## config.mk

```make
export PLATFORM = sky130hd
export DESIGN_NAME = mul_arbiter
export DESIGN_NICKNAME = d
export VERILOG_FILES = /design/src/rtl/mul_arbiter.sv
export SDC_FILE = /design/constraint.sdc
export NUM_CORES = 1
export LEC_CHECK = 0
export ABC_AREA = 1
export BUFFER_PORTS_ARGS = -buffer_cell sky130_fd_sc_hd__clkbuf_2
export CAP_MARGIN = 20
export CORE_MARGIN = 5
export CORE_UTILIZATION = 45
export DETAILED_ROUTE_END_ITERATION = 10
export GPL_TIMING_DRIVEN = 0
export PLACE_DENSITY = 0.78
export SLEW_MARGIN = 20
export SYNTH_ARGS = -nofsm -noshare
export SYNTH_HDL_FRONTEND = slang
export SYNTH_SLANG_ARGS = --single-unit
```

## constraint.sdc

```tcl
create_clock -name clk -period 1.6 [get_ports clk]
set_input_delay 0.32 -clock clk [delete_from_list [all_inputs] [get_ports clk]]
set_output_delay 0.32 -clock clk [all_outputs]
set_load 0.05 [all_outputs]
```

## src/rtl/mul_arbiter.sv

```systemverilog
// Round-robin arbiter sharing one sequential shift-add signed multiplier among NREQ requesters.
// Optional RUN/FLUSH watchdog with sticky err output is compiled in with `define MULARB_TIMEOUT_EN.
module mul_arbiter #(
  parameter int unsigned DW   = 32,
  parameter int unsigned NREQ = 2,
  parameter int unsigned TMO  = 63
) (
  input  logic                 clk,
  input  logic                 rst_n,
  input  logic [NREQ-1:0]      req,
  input  logic [NREQ*DW-1:0]   a_in,
  input  logic [NREQ*DW-1:0]   b_in,
  output logic [NREQ-1:0]      ack,
  output logic [2*DW-1:0]      res,
  output logic                 busy,
`ifdef MULARB_TIMEOUT_EN
  output logic                 err,
`endif
  output logic                 m_mul,
  input  logic                 m_stall,
  output logic [DW-1:0]        m_a,
  output logic [DW-1:0]        m_b,
  input  logic [2*DW-1:0]      m_res
);

  localparam int unsigned GW = (NREQ > 1) ? $clog2(NREQ) : 1;

  typedef enum logic [2:0] {
    S_FLUSH,
    S_IDLE,
    S_ARM,
    S_RUN,
    S_DONE
  } state_t;

  state_t             r_state;
  state_t             w_state_nxt;
  logic [GW-1:0]      r_g;
  logic [GW-1:0]      r_rr;
  logic [GW-1:0]      w_g;
  logic [GW-1:0]      w_idx;
  logic [GW-1:0]      w_rr_nxt;
  logic               w_any;
  logic               w_tmo;
  logic [NREQ-1:0]    r_ack;
  logic [2*DW-1:0]    r_res;
  logic [DW-1:0]      r_a;
  logic [DW-1:0]      r_b;

`ifdef MULARB_TIMEOUT_EN
  localparam int unsigned TW = (TMO > 0) ? $clog2(TMO + 1) : 1;

  logic [TW-1:0] r_tmo;
  logic          r_err;

  assign w_tmo = ((r_state == S_FLUSH) || (r_state == S_RUN)) && m_stall
                 && (r_tmo == TW'(TMO));
  assign err   = r_err;

  always_ff @(posedge clk or negedge rst_n) begin
    if (!rst_n) begin
      r_tmo <= '0;
      r_err <= 1'b0;
    end else begin
      if (w_state_nxt != r_state) begin
        r_tmo <= '0;
      end else if (r_tmo != TW'(TMO)) begin
        r_tmo <= r_tmo + TW'(1);
      end
      if (w_tmo) begin
        r_err <= 1'b1;
      end
    end
  end
`else
  assign w_tmo = 1'b0;

  // TMO only sizes the watchdog; without it the parameter is inert.
  if (TMO == 0) begin : g_tmo_inert
  end
`endif

  // Round-robin pick: first request at or after r_rr, wrapping.
  always_comb begin
    w_any = 1'b0;
    w_g   = '0;
    w_idx = '0;
    for (int unsigned k = 0; k < NREQ; k++) begin
      w_idx = GW'((32'(r_rr) + k) % NREQ);
      if (!w_any && req[w_idx]) begin
        w_any = 1'b1;
        w_g   = w_idx;
      end
    end
  end

  assign w_rr_nxt = (w_g == GW'(NREQ - 1)) ? '0 : w_g + GW'(1);

  always_ff @(posedge clk or negedge rst_n) begin
    if (!rst_n) begin
      r_state <= S_FLUSH;
    end else begin
      r_state <= w_state_nxt;
    end
  end

  always_comb begin
    w_state_nxt = r_state;
    unique case (r_state)
      S_FLUSH: if (!m_stall || w_tmo) w_state_nxt = S_IDLE;
      S_IDLE:  if (w_any) w_state_nxt = S_ARM;
      S_ARM:   w_state_nxt = S_RUN;
      S_RUN: begin
        if (w_tmo) begin
          w_state_nxt = S_FLUSH;
        end else if (!m_stall) begin
          w_state_nxt = S_DONE;
        end
      end
      S_DONE:  w_state_nxt = S_IDLE;
      default: w_state_nxt = S_FLUSH;
    endcase
  end

  // m_mul must drop in the same cycle stall goes low, otherwise the
  // multiplier re-arms and loses its completed count; gated by reset too.
  always_comb begin
    m_mul = 1'b0;
    unique case (r_state)
      S_FLUSH: m_mul = m_stall && !w_tmo;
      S_ARM:   m_mul = 1'b1;
      S_RUN:   m_mul = m_stall && !w_tmo;
      default: m_mul = 1'b0;
    endcase
    if (!rst_n) begin
      m_mul = 1'b0;
    end
    busy = (r_state != S_IDLE);
  end

  always_ff @(posedge clk or negedge rst_n) begin
    if (!rst_n) begin
      r_ack <= '0;
      r_res <= '0;
      r_a   <= '0;
      r_b   <= '0;
      r_rr  <= '0;
      r_g   <= '0;
    end else begin
      r_ack <= '0;
      unique case (r_state)
        S_IDLE: begin
          if (w_any) begin
            r_a  <= a_in[32'(w_g)*DW +: DW];
            r_b  <= b_in[32'(w_g)*DW +: DW];
            r_g  <= w_g;
            r_rr <= w_rr_nxt;
          end
        end
        S_RUN: begin
          if (w_tmo) begin
            r_ack[r_g] <= 1'b1;
            r_res      <= '0;
            r_a        <= '0;
            r_b        <= '0;
          end else if (!m_stall) begin
            r_ack[r_g] <= 1'b1;
            r_res      <= m_res;
          end
        end
        default: begin
        end
      endcase
    end
  end

  assign ack = r_ack;
  assign res = r_res;
  assign m_a = r_a;
  assign m_b = r_b;

endmodule

```

==> reports/results.ini, run 1 <==
[global_route]
congestion_overflow_gr=0
gr-usage-all-layers_pct=23.7
antenna_found_initial=0
grt_start_max_net_pins=72
wire_length_of_the_first_global_routing_pass_um=30200
grt_pass1_vias=6142

[timing]
whs_ns=-0.111
achievable-frequency_mhz=605
drv_slew=0
final_period_minus_worst_setup_slack_ns=1.65
worst_slack_ns=-0.0539
maxSlewHeadroom_pct=62.5
timing.clock.skew_ns=0.0121
layout_worst_path_cycle_share_pct=103
rsz_0062_raised_after_global_routing=true
worst_pin_slew_ns=0.562
timing.final.setup_violations=2
report.final.hold_viol_count=64

[place]
place.gp.congestion=0.889
dp_hpwl_um=14900
number_of_buffers_added_on_ports=328

[critical_path]
launching_instance_or_port_of_the_critical_path=r_state[1]
critical_path_cell_by_cell=inv_2 > nand2_4 > nand3_4 > a21oi_4 > buf_8
timing.critical_path.arrival_ns=1.33
timing.critical_path.to_type=primary output
worst_r2r_startpoint=r_state[1]
critPathLaunchType=flip-flop
critical_path_peak_fanout=4
worstSetupPathType=reg -> out
worst_path_max_delay_cell=dfrtp_1
critPathRequiredTime_ns=1.28
critical_path.max_stage_delay_ns=0.41

[cells_and_area]
fillCellCount=1180
final_cell_mix=nand2_1, clkbuf_2, dfrtp_1, nand3_1, buf_6
layout-drive-gt1-share_pct=35.6
flow.area_growth_from_synthesis_pct=42.7
final_net_count=1351
insertedDiodeCount=0
mostFrequentLayoutCell=nand2_1
postLayoutCoreUtil_pct=65.9

[floorplan]
initial_core_util_pct=46.2
placement_rows=42
die_area_um2=16100
die_w_um=127
die_height_um=127
core_region_area_um2=13300
top_level_ports=329

[yosys]
synth_area_per_cell_um2=7.69
synth_cell_types=14
flip_flop_and_latch_count_after_synthesis=135
netlist_top_cells_area=dfrtp_1, nand2_1, nand3_1, buf_6, buf_2
synth_fp_nets=996
synth-seq-area-share_pct=55.0
portion_of_synthesized_cell_area_occupied_by_the_leading_cell_type_pct=55.0
synth_largest_area_cell=dfrtp_1
synthesis.yosys.warnings=0
post_synth_instance_area_um2=6140
post_synth_inst_count=799

[clocking]
clock_latency_ns=0.41
clock_tree.htree_level_count=4
clock-sinks=135
root_buffer=clkbuf_16
cts_inserted_buffers=17
ctsLongestPathBuffers=2
clock_tree_from_tritoncts=done
worst_setup_hold_path_clk_slew_ns=0.06

[routing]
detailroute.via_count=6342
routed_wirelength_um=19400
detail-route-antenna-nets=0
post-route-drc-count=0
routed_via_density=4.72
drt_iter0_markers=353
detail_route.first_pass.iterations=4
post_drt_wl_per_cell_um=14.5

[power_and_ir_drop]
powerDensity_nw_per_um2=2400
ir_drop_v=0.00134
power_leakage_nw=5.37

[status]
outcome=finished with violations
violations=hold timing, setup timing

[min_path]
holdCritPathClass=in -> async

[job]
cap_viol_max_count=0

## synthesized netlist by cell type
master,instances
o21bai_1,1
inv_2,2
clkbuf_1,11
dfrtp_1,135
nand3_1,71
inv_1,6
o21ai_0,2
a21oi_1,2
nor2_2,1
buf_4,4
nor2_1,8
buf_2,16
nand2_1,522
buf_6,18
## routing by layer
layer  part of all wire [%]  routed length [µm]  GRT usage (%)  up-vias
met1                     41                7920           28.8     2923
li1                       -                   -              -     3157
met5                      0                   0              0        -
met3                    6.3                1220           6.52       34
met4                    2.8                 535           9.02        0
met2                     50                9770           40.3      228
## final cells by class
class	count	area, µm²	share of cell area, %
Clock inverter	11	123	1.40
Inverter	8	30.0	0.343
Clock buffer	21	460	5.25
Sequential cell	135	3380	38.5
Buffer	49	369	4.21
Tap cell	176	220	2.51
Timing Repair Buffer	336	1750	20.0
Multi-Input combinational cell	607	2430	27.8
## state kept, by name (all words and copies together), names as in the netlist
signal   count
res         64
m_a         32
m_b         32
r_state      3
ack          2
r_g          1
r_rr         1
## what timing repair did
action / in CTS / in global routing
buffers inserted: 5 / 2
setup endpoints to repair: 2 / 82
gates resized for setup: 7 / 16
pin swaps: 1 / 2
hold endpoints to repair: 64 / 64
## where the power goes
| part | internal [mW] | total [mW] | switching, mW |
|---|---|---|---|
| logic | 2.71 | 11.4 | 8.65 |
| registers | 4.98 | 5.83 | 0.855 |
| clock network | 2.37 | 3.82 | 1.44 |
## critical path, delay by kind of cell (launching register included)
family                 cells  cell delay (ns)
AOI/OAI and AO/OA          1             0.14
buffers and inverters      2             0.23
DFF                        1             0.41
and+or+nand+nor            2             0.13
## path summary, 6_finish.rpt
check | to | slack (ns) | depth (start not counted)
setup / recovery | m_mul | -0.05 | 5
hold / removal | m_b[28] | -0.11 | 1
setup reg to reg | res[41] | 0.14 | 8
hold reg to reg | res[27] | 0.47 | 2
max in group asynchronous | res[34] | 0.98 | 2
min in group clk | res[61] | 0.10 | 3
## through the flow
step	worst slack (ns)	TNS [ns]	instances	instance area, µm²	power (mW)
CTS	-0.0740	-0.0740	1341	8690	21.0
finish	-0.0539	-0.0551	1343	8760	21.0
floorplan	0.156	0	799	6150	14.0
global route	-0.144	-0.229	1343	8760	22.2
detailed placement	-0.133	-0.133	1304	8050	17.0
global placement	-2.35	-266.43	1303	8010	16.8
## cells by family after synthesis
family / count (synthesis) / share of synthesized area, %
DFF: 135 / 55.0
buffers and inverters: 57 / 6.26
AOI/OAI and AO/OA: 5 / 0.448
and+or+nand+nor: 602 / 38.3
Power figures use the tool's default switching activity.
==> run 2: changes to the inputs <==
--- a/config.mk
+++ b/config.mk
@@ -13,6 +13,7 @@
 export DETAILED_ROUTE_END_ITERATION = 10
 export GPL_TIMING_DRIVEN = 0
 export PLACE_DENSITY = 0.78
+export SKIP_CTS_REPAIR_TIMING = 1
 export SLEW_MARGIN = 20
 export SYNTH_ARGS = -nofsm -noshare
 export SYNTH_HDL_FRONTEND = slang
==> reports/results.ini, run 2 (synthesis results as in run 1) <==
[cells_and_area]
insertedDiodeCount=0
flow.area_growth_from_synthesis_pct=41.7
final_net_count=1349
layout-drive-gt1-share_pct=35.3
stdcell_count=1341
mostFrequentLayoutCell=nand2_1
postLayoutCoreUtil_pct=65.5
final_cell_mix=nand2_1, clkbuf_2, dfrtp_1, nand3_1, buf_6
flip_flop_count_of_the_largest_register_all_copies_and_words_added=64

[global_route]
grt_start_max_net_pins=72
antenna_found_initial=0
layer_with_the_highest_usage=met2
gr-usage-all-layers_pct=23.6
global_route.usage.met3_pct=6.26
wire_length_of_the_first_global_routing_pass_um=30100
groute.layer.met2.usage_pct=40.1
met1_usage_pct=28.8
congestion_overflow_gr=0
grt_pass1_vias=6117

[clocking]
clock-sinks=135
clock_tree_from_tritoncts=done
cts_inserted_buffers=17
clock_latency_ns=0.41
clock_tree.htree_level_count=4
ctsLongestPathBuffers=2
root_buffer=clkbuf_16
worst_setup_hold_path_clk_slew_ns=0.06

[timing]
timing.clock.skew_ns=0.0149
report.final.hold_viol_count=64
drv_slew=0
rsz_0062_raised_after_global_routing=true
whs_ns=-0.161
worst_pin_slew_ns=0.516
timing.final.setup_violations=1
maxSlewHeadroom_pct=65.6
final_period_minus_worst_setup_slack_ns=1.67
achievable-frequency_mhz=598
layout_worst_path_cycle_share_pct=105
worst_slack_ns=-0.0732

[routing]
detail_route.first_pass.iterations=4
post-route-drc-count=0
detail-route-antenna-nets=0
drt_iter0_markers=395
post_drt_wl_per_cell_um=14.4
routed_via_density=4.72
routed_wirelength_um=19300
detailroute.via_count=6331

[critical_path]
critical_path_buf_inv_count=2
critPathLaunchType=flip-flop
critical_path.max_stage_delay_ns=0.41
critical_path_peak_fanout=4
path_delay_family=flip-flops
timing.critical_path.to_type=primary output
critical_path_cell_by_cell=inv_2 > nand2_2 > nand3_2 > a21oi_2 > buf_6
worst_path_max_delay_cell=dfrtp_1
worstSetupPathType=reg -> out
critPathRequiredTime_ns=1.28
timing.critical_path.arrival_ns=1.35

[floorplan]
top_level_ports=329
initial_core_util_pct=46.2
die_height_um=127
core_region_area_um2=13300
die_w_um=127
die_area_um2=16100
placement_rows=42

[place]
dp_hpwl_um=14900
detailedPlace.worstSlack_ns=-0.133
number_of_buffers_added_on_ports=328
place.gp.congestion=0.889
placedCellCount=1304

[power_and_ir_drop]
internal_power_summed_over_all_cells_mw=9.99
total_power_mw=20.9
ir_drop_v=0.00135
share_seq_of_total_power_pct=27.9
power.share.clock_pct=18.3
powerDensity_nw_per_um2=2400
swShare_pct=52.1
total_switching_power_mw=10.9
comb_power_share_pct=53.8
power_leakage_nw=5.35

[min_path]
holdCritPathClass=in -> async

[status]
violations=hold timing, setup timing
outcome=finished with violations

[job]
cap_viol_max_count=0

## run 2: changes by cell type in the layout (fill, tap and decap cells not counted), sizes merged
cell	previous run	this run
buf	43	42
clkbuf	363	362
## run 2: path summary, 6_finish.rpt
path | slack, ns | cells after the start | end | from
worst min-delay path | -0.16 | 1 | m_b[28] | rst_n
min in group clk | 0.10 | 3 | res[56] | m_res[56]
worst max register to register | 0.08 | 9 | res[15] | r_state[2]
worst max-delay path | -0.07 | 5 | m_mul | r_state[1]
max in group asynchronous | 1.05 | 2 | res[34] | rst_n
worst min register to register | 0.47 | 2 | res[27] | res[27]
## run 2: metrics by stage
| stage | hold slack (ns) | instance area, µm² | TNS (ns) |
|---|---|---|---|
| finish | -0.161 | 8700 | -0.0732 |
| floorplan | 0.0244 | 6150 | 0 |
| detailed placement | 0.350 | 8050 | -0.133 |
| CTS | -0.0928 | 8630 | -0.265 |
| global route | -0.132 | 8700 | -1.94 |
| global placement | 0.454 | 8010 | -266.43 |
## run 2: final cells by class
type / instances / area [µm²]
fill: 1189 / 4590
sequential: 135 / 3380
multi-input combinational: 607 / 2400
timing repair buffer: 334 / 1730
clock buffer: 21 / 460
buffer: 49 / 367
tap: 176 / 220
clock inverter: 11 / 123
inverter: 8 / 30.0
## run 2: power by group through the flow
stage / clock network (mW) / logic, mW / registers (mW)
floorplan: 0 / 3.04 / 11.0
global placement: 0 / 11.0 / 5.81
detailed placement: 0 / 11.1 / 5.84
CTS: 3.87 / 11.2 / 5.82
global route: 4.05 / 12.0 / 6.02
finish: 3.82 / 11.2 / 5.84
## run 2: worst reg2reg max path, cell delays in order, from the launching register on
cell and delay, ns:
dfrtp_1 0.40, inv_2 0.08, buf_4 0.12, nand3_1 0.13, nor2_2 0.16, inv_2 0.05, buf_4 0.18, buf_6 0.16
nand2_1 0.05, nand2_1 0.06
## run 2: layer usage
| layer | part of all wire [%] | wire length, µm | vias up |
|---|---|---|---|
| met5 | 0 | 0 | - |
| met4 | 2.5 | 492 | 0 |
| met3 | 6.5 | 1250 | 30 |
| met2 | 51 | 9770 | 226 |
| met1 | 40 | 7830 | 2920 |
| li1 | - | - | 3155 |
